$ cat src/rtl/t_ff_down_counter_if.sv
// t_ff_down_counter_if: counter bus; master drives en/load/load_val, slave returns q/tc/underflow
interface t_ff_down_counter_if #(parameter int WIDTH = 2);
  logic en;
  logic load;
  logic [WIDTH-1:0] load_val;
  logic [WIDTH-1:0] q;
  logic tc;
  logic underflow;
  modport master(output en, load, load_val, input q, tc, underflow);
  modport slave(input en, load, load_val, output q, tc, underflow);
endinterface

$ cat src/rtl/t_ff_down_counter.sv
// t_ff_down_counter: T-flop down counter (clk, async rst_n, bus: en/load/load_val in, q/tc/underflow out); wraps or saturates at 0
module t_ff_down_counter #(
  parameter int WIDTH = 2,
  parameter bit WRAP = 1'b1
) (
  input logic clk,
  input logic rst_n,
  t_ff_down_counter_if.slave bus
);
  logic [WIDTH-1:0] q_r;
  logic [WIDTH-1:0] t;
  logic uf_r;
  logic zero;
  assign zero = q_r == '0;
  assign t[0] = bus.en & ~(zero & ~WRAP);
  for (genvar i = 1; i < WIDTH; i++) begin : g_t
    assign t[i] = t[i-1] & ~q_r[i-1];
  end
  always_ff @(posedge clk or negedge rst_n)
    if (!rst_n) begin
      q_r <= '1;
      uf_r <= 1'b0;
    end else if (bus.load) begin
      q_r <= bus.load_val;
      uf_r <= 1'b0;
    end else begin
      q_r <= q_r ^ t;
      uf_r <= bus.en & zero;
    end
  assign bus.q = q_r;
  assign bus.tc = zero;
  assign bus.underflow = uf_r;
endmodule

$ cat src/flat_wrapper.sv
// flat-port wrapper written by rule: the top's interface ports become plain ports
module t_ff_down_counter_flat 
#(
  parameter int WIDTH = 2,
  parameter bit WRAP = 1'b1
)
  (clk, rst_n, bus_en, bus_load, bus_load_val, bus_q, bus_tc, bus_underflow);
  t_ff_down_counter_if #(.WIDTH(WIDTH)) bus_i ();
  input logic clk;
  input logic rst_n;
  input wire logic [$bits(bus_i.en)-1:0] bus_en;
  input wire logic [$bits(bus_i.load)-1:0] bus_load;
  input wire logic [$bits(bus_i.load_val)-1:0] bus_load_val;
  output wire logic [$bits(bus_i.q)-1:0] bus_q;
  output wire logic [$bits(bus_i.tc)-1:0] bus_tc;
  output wire logic [$bits(bus_i.underflow)-1:0] bus_underflow;
  assign bus_i.en = bus_en;
  assign bus_i.load = bus_load;
  assign bus_i.load_val = bus_load_val;
  assign bus_q = bus_i.q;
  assign bus_tc = bus_i.tc;
  assign bus_underflow = bus_i.underflow;
  t_ff_down_counter #(.WIDTH(WIDTH), .WRAP(WRAP)) u_core (.clk(clk), .rst_n(rst_n), .bus(bus_i));
endmodule
$ cat config.mk
export PLATFORM = sky130hd
export DESIGN_NAME = t_ff_down_counter_flat
export DESIGN_NICKNAME = d
export VERILOG_FILES = /design/src/rtl/t_ff_down_counter_if.sv /design/src/rtl/t_ff_down_counter.sv /design/src/flat_wrapper.sv
export SDC_FILE = /design/constraint.sdc
export NUM_CORES = 1
export LEC_CHECK = 0
export BUFFER_PORTS_ARGS = -buffer_cell sky130_fd_sc_hd__buf_2
export CAP_MARGIN = 0
export CORE_AREA = 3 3 40 42
export CTS_CLUSTER_SIZE = 16
export DETAILED_ROUTE_END_ITERATION = 6
export DIE_AREA = 0 0 43 45
export PLACE_DENSITY_LB_ADDON = 0.25
export SYNTH_ARGS = -nofsm -noshare
export SYNTH_HDL_FRONTEND = slang
export SYNTH_SLANG_ARGS = --single-unit
$ cat constraint.sdc
create_clock -name clk -period 1 [get_ports clk]
set_input_delay 0.1 -clock clk [delete_from_list [all_inputs] [get_ports clk]]
set_output_delay 0.1 -clock clk [all_outputs]
set_load 0.03 [all_outputs]
==> qor.txt, run 1 <==
Status = complete, but fails checks
Failing checks = setup timing
Crit path arrival time = 1.02 ns
CTS Buf Count = 3
Skew-Pair Late Insertion Delay = 0.23 ns
I/O pin cnt = 10
Cell Pwr Density = 1856 nW/um^2
Setup TNS = -0.4291 ns
Area growth syn-to-layout = 121.8%
Max clock buf depth = 2
Global-route wire length before repair = 648 um
Minimum clock period = 1.123 ns
Area share of the largest cell type after synthesis = 38.18%
Routed WL per cell = 8.800 um
Mapped Area = 137.6 um^2
DRC viols = 0
Clk sinks = 3
FMAX = 890.4 MHz
Setup Skew = 0.002084 ns
FF+latch count, synth = 3
Crit path max fanout = 3
GRT overflow = 0
Area leader, netlist = dfstp_2
DIE AREA = 1935 um^2
Static Leak = 0.1491 nW
Period utilisation layout = 112.3%
Die X = 43 um
Fin worst setup slack = -0.1231 ns
CP Launch Type = register
Worst Path Required = 0.90 ns
Htree depth = 1
Count of pins over their slew limit = 0
CTS tree = built
Number of diodes = 0
Rows = 13
Worst hold path class = in2reg
Tot Pwr = 0.5666 mW
Pin count of the biggest net entering global routing = 5
Least-Margin Pin Slew = 0.2464 ns
Fin cells = 45
Initial antenna violation count = 0
Final Net Count = 38
Max-slew headroom = 83.35%
DP Cell Count = 37
Max Cap Viol = 0
CTS root buf = clkbuf_4
Syn Area/Cell = 11.47 um^2
Top post-synthesis cells by area = dfstp_2 (38%), dfrtp_1 (18%), ha_1 (9.1%)
Number of I/O port buffers = 9
Routed vias = 150
Die Height = 45 um
Worst-path clk slew = 0.04 ns
Drt pass-1 iters = 1
Setup CP Type = reg2out
Post-Route WL = 396 um
YS warnings = 0
Syn nets = 19
Vias in the first global route = 165
Syn Inst Count = 12
Core Region = 1285 um^2
Global-route usage over all layers = 5.347%
Layout cells sized above 1 = 70.00%
Seq/Total Area, Yosys = 56.36%
Hold WS = 0.07342 ns
DR vias/cell = 3.333
# setup viols final = 5
DRT iter0 DRCs = 0
Hold Vio Cnt, Final = 0
Unrepaired setup endpoints after global routing = yes
Post-DRT Antenna Nets = 0
R2R Setup Slk = -0.11 ns
Crit path capture type = output port
VDD IR max = 371.7 uV
GPL Wtd Cong = 0.7187
Place WS = -0.02116 ns
Count of cell types in the netlist = 10
Initial Utilization = 10.71%
## kinds of logic after synthesis
| group | share of synthesized area (%) |
|---|---|
| AOI/OAI and AO/OA | 3.633 |
| xor gates and xnor gates | 6.365 |
| adders and majority gates | 9.089 |
| buffers and inverters | 5.457 |
| DFF | 56.36 |
| muxes | 7.273 |
| and+or+nand+nor | 11.81 |
## final timing paths
| check | startpoint | end | depth (start not counted) |
|---|---|---|---|
| max | u_core.bus.q[0] | bus_tc | 3 |
| min | bus_load | u_core.bus.q[1] | 2 |
| max reg2reg | u_core.bus.q[0] | u_core.bus.q[1] | 5 |
| min reg2reg | u_core.bus.q[1] | u_core.bus.q[1] | 3 |
| max in group asynchronous | rst_n | u_core.bus.q[1] | 2 |
| min in group asynchronous | rst_n | u_core.bus.underflow | 2 |
## what timing repair did
action                                  CTS  global route
hold endpoints to repair                  3             0
endpoints found under the setup margin    5             5
hold buffers                              1             0
gates resized for setup                   8             0
setup buffers                             3             0
## flip-flops by register name (all words and copies together), names as in the netlist
register,flops
u_core.bus.underflow,1
u_core.bus.q,2
## Yosys cell counts
library cell,number
o21ai_1,1
nand2_1,1
xnor2_1,1
dfstp_2,2
ha_1,1
mux2i_1,1
nor4b_1,1
dfrtp_1,1
nor2_1,1
inv_1,2
## power breakdown
group | switching, mW | internal (mW)
sequential | 0.0125 | 0.146
combinational | 0.0955 | 0.103
clock | 0.0599 | 0.149
total | 0.168 | 0.399
## stage by stage
stage	util (%)	instance area [um^2]
after global placement	17.23	221.5
after floorplan	-	150.1
after global routing	23.76	305.3
final	23.76	305.3
after detailed placement	17.23	221.5
after CTS	23.76	305.3
## critical path, stage by stage, from the launching register on
cell and delay [ns]:
dfstp_2 0.53, buf_6 0.10, nor2_2 0.03, buf_6 0.13
## layer usage
metal,wire [um],GRT usage [%],up-vias
li1,-,-,75
met3,75,4.781,0
met4,0,7.229,0
met2,159,7.186,10
met1,161,3.893,65
met5,0,0,-
## cell usage in the layout (no fill, tap or decap)
master,instances
buf_2,6
buf_4,3
buf_6,4
clkbuf_1,1
clkbuf_4,3
dfrtp_1,1
dfstp_2,2
dlygate4sd3_1,1
ha_4,1
inv_1,1
inv_2,1
mux2i_1,1
nand2_1,1
nor2_2,1
nor4b_1,1
o21ai_1,1
xnor2_1,1
## layout make-up
class | count | area, um^2
timing repair buffer | 14 | 107.6
inverter | 2 | 7.507
tap | 15 | 18.77
multi-input combinational | 7 | 67.56
fill | 139 | 979.7
sequential | 3 | 77.57
clock buffer | 4 | 26.28
Power figures use the tool's default switching activity.
==> run 2: changes to the inputs <==
CELL_PAD_IN_SITES_DETAIL_PLACEMENT = 0   (was not set)
CELL_PAD_IN_SITES_GLOBAL_PLACEMENT = 1   (was not set)
==> qor.txt, run 2 (synthesis gave the netlist of run 1 again) <==
Status = complete, but fails checks
Failing checks = setup timing
Max clock buf depth = 2
Worst hold path class = in2reg
Routed WL per cell = 8.756 um
FMAX = 883.7 MHz
P_int = 0.4013 mW
Core Region = 1285 um^2
Clk sinks = 3
Tot Pwr = 0.5710 mW
Die Height = 45 um
Setup TNS = -0.4478 ns
DR vias/cell = 3.444
Count of pins over their slew limit = 0
Clock power frac = 36.4%
Number of diodes = 0
Initial Utilization = 10.71%
Logic gate share of total power = 35.8%
Max reg flops = 2
I/O pin cnt = 10
Htree depth = 1
CTS Buf Count = 3
Hold WS = 0.08254 ns
Global-route usage over all layers = 5.671%
Fin worst setup slack = -0.1316 ns
Worst-path clk slew = 0.04 ns
P_sw = 0.1697 mW
Post-Route WL = 394 um
Crit path max fanout = 3
Vias in the first global route = 169
Drt pass-1 iters = 1
DRT iter0 DRCs = 0
Setup Skew = 0.001850 ns
DRC viols = 0
Seq pwr share = 27.8%
Fin cells = 45
Skew-Pair Late Insertion Delay = 0.23 ns
Layout Utilization = 24.44%
Minimum clock period = 1.132 ns
Global-route wire length before repair = 662 um
Die X = 43 um
Pin count of the biggest net entering global routing = 5
DP Cell Count = 37
Static Leak = 0.1508 nW
DIE AREA = 1935 um^2
Cell Pwr Density = 1818 nW/um^2
Final Net Count = 38
Area growth syn-to-layout = 128.2%
Number of I/O port buffers = 9
# setup viols final = 5
Worst Path Required = 0.90 ns
Setup CP Type = reg2out
CP Launch Type = register
Max Cap Viol = 0
CTS tree = built
Crit path arrival time = 1.03 ns
Rows = 13
Routed vias = 155
Crit path capture type = output port
Max-slew headroom = 90.36%
Hold Vio Cnt, Final = 0
Initial antenna violation count = 0
GRT overflow = 0
Sw frac = 29.72%
Unrepaired setup endpoints after global routing = yes
Least-Margin Pin Slew = 0.1406 ns
CTS root buf = clkbuf_4
GPL Wtd Cong = 0.7110
Number of fill cells = 141
VDD IR max = 328.2 uV
Most frequent cells in the layout = buf_2 (6), buf_6 (4), clkbuf_4 (3), buf_4 (3), dfstp_2 (2)
Period utilisation layout = 113.2%
Commonest non-fill, non-tap cell in the layout = buf_2
Post-DRT Antenna Nets = 0
Layout cells sized above 1 = 73.33%
[run 2: changes by cell type in the layout (fill, tap and decap cells not counted)]
cell,previous run,this run
nor4b_1,1,0
nor4b_2,0,1
inv_2,1,0
inv_4,0,1
[run 2: stage by stage]
stage                     setup WS (ns)  instance area [um^2]
after floorplan                 -0.1318                 150.1
after global placement        -0.007681                 221.5
after detailed placement       -0.01087                 221.5
after CTS                       -0.1212                 294.0
after global routing            -0.1805                 314.1
final                           -0.1316                 314.1
[run 2: worst max-delay path: stages, from the launching register on]
cell	delay, ns
dfstp_2	0.54
buf_6	0.10
nor2_2	0.03
buf_6	0.13
[run 2: layout make-up]
| type | count | area, um^2 | share of cell area (%) |
|---|---|---|---|
| Tap cell | 15 | 18.77 | 5.976 |
| Inverter | 2 | 10.01 | 3.187 |
| Multi-Input combinational cell | 7 | 73.82 | 23.51 |
| Clock buffer | 4 | 26.28 | 8.367 |
| Timing Repair Buffer | 14 | 107.6 | 34.26 |
| Sequential cell | 3 | 77.57 | 24.70 |
[run 2: per-layer routing]
layer | wire (um) | vias up | track usage, %
met4 | 0 | 0 | 7.229
met1 | 156 | 70 | 5.085
met2 | 165 | 10 | 6.287
met3 | 71 | 0 | 5.578
li1 | - | 75 | -
met5 | 0 | - | 0
[run 2: path summary, 6_finish.rpt]
kind	startpoint	slack, ns	to	cells past startpoint
max reg2reg	u_core.bus.q[0]	-0.10	u_core.bus.q[1]	5
min	bus_load_val[0]	0.08	u_core.bus.q[0]	3
max in group asynchronous	rst_n	0.60	u_core.bus.q[1]	2
min reg2reg	u_core.bus.q[0]	0.71	u_core.bus.q[0]	4
min in group asynchronous	rst_n	0.21	u_core.bus.underflow	2
max	u_core.bus.q[0]	-0.13	bus_tc	3
[run 2: timing repair]
action,CTS,global route
hold buffers,1,0
hold endpoints to repair,3,0
gates resized for setup,7,3
pin swaps,0,0
setup buffers,2,1
setup endpoints to repair,5,5
[run 2: power by group through the flow]
| stage | registers, mW | clock network, mW | logic [mW] |
|---|---|---|---|
| CTS | 0.157 | 0.218 | 0.185 |
| global route | 0.163 | 0.230 | 0.222 |
| detailed placement | 0.160 | 0 | 0.134 |
| finish | 0.159 | 0.208 | 0.204 |
| floorplan | 0.192 | 0 | 0.0508 |
| global placement | 0.159 | 0 | 0.134 |
